===== config.mk =====
export PLATFORM = sky130hd
export DESIGN_NAME = sc_backg_lane_datapath
export DESIGN_NICKNAME = d
export VERILOG_FILES = /design/src/rtl/sc_backg_lane_datapath.sv
export SDC_FILE = /design/constraint.sdc
export NUM_CORES = 1
export LEC_CHECK = 0
export ABC_AREA = 1
export BUFFER_PORTS_ARGS = -buffer_cell sky130_fd_sc_hd__buf_2
export CAP_MARGIN = 5
export CORE_MARGIN = 4
export CORE_UTILIZATION = 55
export CTS_CLUSTER_DIAMETER = 100
export DETAILED_ROUTE_END_ITERATION = 8
export GPL_ROUTABILITY_DRIVEN = 0
export PLACE_DENSITY_LB_ADDON = 0.05
export RECOVER_POWER = 25
export SYNTH_ARGS = -nofsm -noshare
export SYNTH_HDL_FRONTEND = slang
export SYNTH_SLANG_ARGS = --single-unit

===== constraint.sdc =====
create_clock -name SC_BACKGLANE_CLOCK_50 -period 2.23 [get_ports SC_BACKGLANE_CLOCK_50]
set_clock_uncertainty 0.2 [all_clocks]
set_input_delay 0.3345 -clock SC_BACKGLANE_CLOCK_50 [delete_from_list [all_inputs] [get_ports SC_BACKGLANE_CLOCK_50]]
set_output_delay 0.3345 -clock SC_BACKGLANE_CLOCK_50 [all_outputs]
set_load 0.005 [all_outputs]

===== src/rtl/sc_backg_lane_datapath.sv =====
// Purpose : datapath for one Frogger background lane (pattern rotate, speed prescaler, snapshot/compare).
// Latency : every output is registered; a command issued in cycle N is visible in cycle N+1.
// Backpr. : none; the controller issues one command set per clock and every command is always accepted.
//
// Ports:
//   SC_BACKGLANE_CLOCK_50                      clock
//   SC_BACKGLANE_RESET_InHigh                  synchronous active-high reset
//   SC_BACKGLANE_clear_InLow                   lane <= INIT_PATTERN, prescaler <= 0
//   SC_BACKGLANE_load_InLow                    lane <= data_In
//   SC_BACKGLANE_shiftselection_In             10 rotate left, 01 rotate right, else hold
//   SC_BACKGLANE_upcount_InLow                 advance the prescaler one step
//   SC_BACKGLANE_loadLastRegister_InLow        last <= lane (pre-edge value)
//   SC_BACKGLANE_data_In / frog_In / goal_In   load value, one-hot frog column, goal flag
//   SC_BACKGLANE_T0_OutLow                     low while prescaler sits at terminal count
//   SC_BACKGLANE_LastRegisterComparator_OutLow 11 collision, 10 snapshot needed, 00 idle
//   SC_BACKGLANE_lane_Out / last_Out           lane register and last snapshot
module sc_backg_lane_datapath #(
    parameter int                   DATAWIDTH    = 8,
    parameter logic [DATAWIDTH-1:0] INIT_PATTERN = 8'b00110011,
    parameter int                   COUNT_WIDTH  = 23,
    parameter int                   COUNT_LIMIT  = 5000000
) (
    input  logic                 SC_BACKGLANE_CLOCK_50,
    input  logic                 SC_BACKGLANE_RESET_InHigh,
    input  logic                 SC_BACKGLANE_clear_InLow,
    input  logic                 SC_BACKGLANE_load_InLow,
    input  logic [1:0]           SC_BACKGLANE_shiftselection_In,
    input  logic                 SC_BACKGLANE_upcount_InLow,
    input  logic                 SC_BACKGLANE_loadLastRegister_InLow,
    input  logic [DATAWIDTH-1:0] SC_BACKGLANE_data_In,
    input  logic [DATAWIDTH-1:0] SC_BACKGLANE_frog_In,
    input  logic                 SC_BACKGLANE_goal_In,
    output logic                 SC_BACKGLANE_T0_OutLow,
    output logic [1:0]           SC_BACKGLANE_LastRegisterComparator_OutLow,
    output logic [DATAWIDTH-1:0] SC_BACKGLANE_lane_Out,
    output logic [DATAWIDTH-1:0] SC_BACKGLANE_last_Out
);

    localparam logic [COUNT_WIDTH-1:0] TERM_CNT = COUNT_WIDTH'(COUNT_LIMIT - 1);

    logic [DATAWIDTH-1:0]   r_lane;
    logic [DATAWIDTH-1:0]   r_last;
    logic [COUNT_WIDTH-1:0] r_cnt;
    logic                   r_t0_n;
    logic [1:0]             r_cmp;

    logic [DATAWIDTH-1:0]   w_lane_next;
    logic [COUNT_WIDTH-1:0] w_cnt_next;
    logic [1:0]             w_cmp_next;

    // Lane next-state: clear beats load beats rotate.
    always_comb begin
        w_lane_next = r_lane;
        if (!SC_BACKGLANE_clear_InLow) begin
            w_lane_next = INIT_PATTERN;
        end else if (!SC_BACKGLANE_load_InLow) begin
            w_lane_next = SC_BACKGLANE_data_In;
        end else begin
            case (SC_BACKGLANE_shiftselection_In)
                2'b10:   w_lane_next = {r_lane[DATAWIDTH-2:0], r_lane[DATAWIDTH-1]};
                2'b01:   w_lane_next = {r_lane[0], r_lane[DATAWIDTH-1:1]};
                default: w_lane_next = r_lane;
            endcase
        end
    end

    // Prescaler next-state: clear swallows a simultaneous upcount strobe.
    always_comb begin
        w_cnt_next = r_cnt;
        if (!SC_BACKGLANE_clear_InLow) begin
            w_cnt_next = '0;
        end else if (!SC_BACKGLANE_upcount_InLow) begin
            w_cnt_next = (r_cnt == TERM_CNT) ? '0 : r_cnt + 1'b1;
        end
    end

    // Comparator works on pre-edge state; collision outranks the snapshot request.
    always_comb begin
        w_cmp_next = 2'b00;
        if ((r_lane & SC_BACKGLANE_frog_In) != '0) begin
            w_cmp_next = 2'b11;
        end else if (SC_BACKGLANE_goal_In && (r_last != r_lane)) begin
            w_cmp_next = 2'b10;
        end
    end

    always_ff @(posedge SC_BACKGLANE_CLOCK_50) begin
        if (SC_BACKGLANE_RESET_InHigh) begin
            r_lane <= INIT_PATTERN;
            r_last <= '0;
            r_cnt  <= '0;
            r_t0_n <= 1'b1;
            r_cmp  <= 2'b00;
        end else begin
            r_lane <= w_lane_next;
            r_cnt  <= w_cnt_next;
            // T0 is derived from the next count so it tracks the counter register exactly.
            r_t0_n <= (w_cnt_next != TERM_CNT);
            r_cmp  <= w_cmp_next;
            if (!SC_BACKGLANE_loadLastRegister_InLow) begin
                r_last <= r_lane;
            end
        end
    end

    assign SC_BACKGLANE_T0_OutLow                     = r_t0_n;
    assign SC_BACKGLANE_LastRegisterComparator_OutLow = r_cmp;
    assign SC_BACKGLANE_lane_Out                      = r_lane;
    assign SC_BACKGLANE_last_Out                      = r_last;

endmodule

==> run_results.csv <==
group,metric,value,unit
setup_path,path_buf_inv,1,
detailed_routing,drc,0,
floorplanning,start_util,58.94,%
clock_tree,cts_max_level,2,
finish,final_layout_size_suffix_gt1_share,17.09,%
timing,maxSlewViolCount,0,
setup_path,startpoint_type,"flip-flop",
timing,setup_viol,0,
setup_path,path_max_fanout,4,
logic_synthesis,yosysWarningCount,0,
timing,finalCritPeriodShare,89.39,%
timing,fmax,0.5017,GHz
finish,mostFrequentLayoutCell,"nand2_1",
floorplanning,dieArea,5570,sq um
detailed_routing,via_per_inst,5.159,
timing,holdWs,105.6,ps
clock_tree,cts_tree,"yes",
setup_path,crit_arrival,1980,ps
detailed_routing,drtPass1Iterations,4,
global_routing,grt_pass1_wl,10.44,mm
global_routing,grtUsageTotal,24.33,%
floorplanning,die_y,74.64,um
logic_synthesis,syn_nets,411,
setup_path,crit_required,2220,ps
clock_tree,clock_latency,300,ps
clock_tree,hold_buffers,0,
detailed_routing,vias,2492,
setup_path,slowest_stage,"dfxtp_1",
floorplanning,core-area,4144,sq um
floorplanning,io_pins,44,
setup_path,critPathKind,"reg2reg",
logic_synthesis,synth.distinct_cells,31,
global_routing,grt_overflow_total,0,
clock_tree,cts_buffers,5,
clock_tree,path_clk_slew,90,ps
floorplanning,fp.dieW,74.64,um
finish,fin_nets,458,
logic_synthesis,syn-instance-count,385,
finish,areaGrowthSynthToFinish,15.73,%
logic_synthesis,synth.ff_latch_count,42,
logic_synthesis,synth_edf_count,0,
place,io_buffers,43,
detailed_routing,drt_iter0_drc,248,
setup_path,path_cells,"ha_1 -> inv_1 -> nor2_4 -> nand2_2 -> nor2_4 -> xor2_2 -> nand2_1 -> nor2_1 -> nand2_1 -> nor2_1 -> nand3_1",
timing,worst_pin_slew,523.8,ps
clock_tree,clock_sink_count,42,
finish,most-common-layout-cells,"94 x nand2_1, 61 x nor2_1, 48 x inv_1",
logic_synthesis,async_reset_ff_share,0,%
global_routing,grt_pass1_vias,2272,
detailed_routing,drtAntennaViolNets,0,
timing,hold_violations,0,
clock_tree,cts_max_path_buffers,2,
timing,slew_headroom,65.08,%
logic_synthesis,synth-seq-area-share,34.43,%
finish,fillCellCount,398,
outcome,status,"finished, final reports clean",
timing,rsz0062_at_grt,"no",
finish,antennaDiodeCount,0,
detailed_routing,wl_per_cell,12.94,um
detailed_routing,drt-total-wl,6.251,mm
power_and_ir_drop,irDropWorstVdd,0.3865,mV
timing,tns,0,ps
timing,period_needed,1993,ps
setup_path,worstSetupEndpointType,"flip-flop",
place,hpwl,4.815,mm
logic_synthesis,syn-cell-area,2442,sq um
global_routing,antenna_found_initial,0,
logic_synthesis,avgSynthCellArea,6.344,sq um
global_routing,grt_max_degree,17,
clock_tree,root_buffer,"clkbuf_8",
setup_path,cp_top_family,"simple AND/OR/NAND/NOR gates",
power_and_ir_drop,leakage,1.206,nW
power_and_ir_drop,cellPowerDensity,561.2,nW/um^2
clock_tree,cts_setup_buffers,0,
hold_path,hold_path.class,"in2reg",
floorplanning,row_count,23,
flow_run,cap_violations,0,
logic_synthesis,ys.flop_type,"dfxtp_1",
setup_path,max_stage_delay,390,ps
-- registers in the layout, indices dropped and copies added, names as in the netlist --
register / cells
SC_BACKGLANE_T0_OutLow: 1
r_cnt: 23
SC_BACKGLANE_LastRegisterComparator_OutLow: 2
SC_BACKGLANE_lane_Out: 8
SC_BACKGLANE_last_Out: 8
-- synthesized netlist by cell type, drive strengths merged, types with 3 or more instances --
cell type,instances,share of area (%)
xor2,3,1.4
nand2,100,16
o21ai,25,5.1
inv,49,7.5
nor2,73,13
clkbuf,4,0.61
a21oi,22,4.5
xnor2,5,1.8
o21bai,3,0.92
nand4,7,1.8
o211ai,4,1.2
nor3,6,1.4
dfxtp,42,34
nand3,29,6.1
buf,3,0.97
-- per-stage QoR --
step | setup WS [ps] | total power [W] | instance area, sq um | std cells | util [%]
2_1_floorplan | 457.6 | 0.0009107 | 2442 | 385 | -
3_3_place_gp | 293.2 | 0.0009802 | 2711 | 475 | 65.43
3_5_place_dp | 196.3 | 0.0009838 | 2711 | 475 | 65.43
4_1_cts | 132.8 | 0.001596 | 2825 | 483 | 68.18
5_1_grt | 13.79 | 0.001660 | 2826 | 483 | 68.21
6_report | 236.6 | 0.001586 | 2826 | 483 | 68.21
-- worst paths after layout --
path	from	end	slack, ps	cells after the start
worst max-delay path	r_cnt[1]$_SDFF_PP0_	SC_BACKGLANE_T0_OutLow$_SDFF_PP1_	240	11
worst min-delay path	SC_BACKGLANE_data_In[3]	SC_BACKGLANE_lane_Out[3]$_SDFFE_PP0P_	110	3
worst max register to register	r_cnt[1]$_SDFF_PP0_	SC_BACKGLANE_T0_OutLow$_SDFF_PP1_	240	11
worst min register to register	SC_BACKGLANE_last_Out[1]$_SDFFE_PP0N_	SC_BACKGLANE_last_Out[1]$_SDFFE_PP0N_	300	2
-- layout make-up --
| cell class | count | area [sq um] | area share (%) |
|---|---|---|---|
| flip-flops and latches | 42 | 842.1 | 29.79 |
| well taps | 50 | 62.56 | 2.213 |
| repair buffers | 47 | 237.7 | 8.411 |
| inverters | 51 | 191.4 | 6.773 |
| multi-input cells | 285 | 1379 | 48.78 |
| clock inverters | 3 | 45.04 | 1.594 |
| clock buffers | 5 | 68.82 | 2.435 |
-- metal layers --
metal | wire length (um) | vias to the layer above | track usage [%]
li1 | - | 1317 | -
met1 | 2762 | 1074 | 32.48
met2 | 2985 | 95 | 40.10
met3 | 445 | 6 | 4.539
met4 | 59 | 0 | 7.312
met5 | 0 | - | 0
-- worst register-to-register path: cells and delay by family (launching register included) --
family,cells,cell delay [ps]
adder cells (fa/ha/maj),1,190
XOR/XNOR,1,170
buffers and inverters,1,110
flip-flops,1,390
AND/OR/NAND/NOR,8,820
-- logic make-up after synthesis --
group | after synthesis | share of synthesized area (%)
adders and majority gates | 1 | 0.5122
AOI/OAI and AO/OA | 57 | 12.86
and+or+nand+nor | 219 | 39.60
DFF | 42 | 34.43
buffers and inverters | 58 | 9.426
xor gates and xnor gates | 8 | 3.176
-- timing repair --
| item | 4_1_cts | 5_1_grt |
|---|---|---|
| gates resized for setup | 0 | 3 |
| endpoints found under the setup margin | 0 | 1 |
| endpoints found under the hold margin | 0 | 0 |
-- power by group --
group	switching (W)	total [W]	internal, W
Combinational	0.0000964	0.000167	0.0000707
Sequential	0.0000269	0.000800	0.000773
Clock	0.000286	0.000619	0.000333
Total	0.000409	0.00159	0.00118
Power figures use the tool's default switching activity.
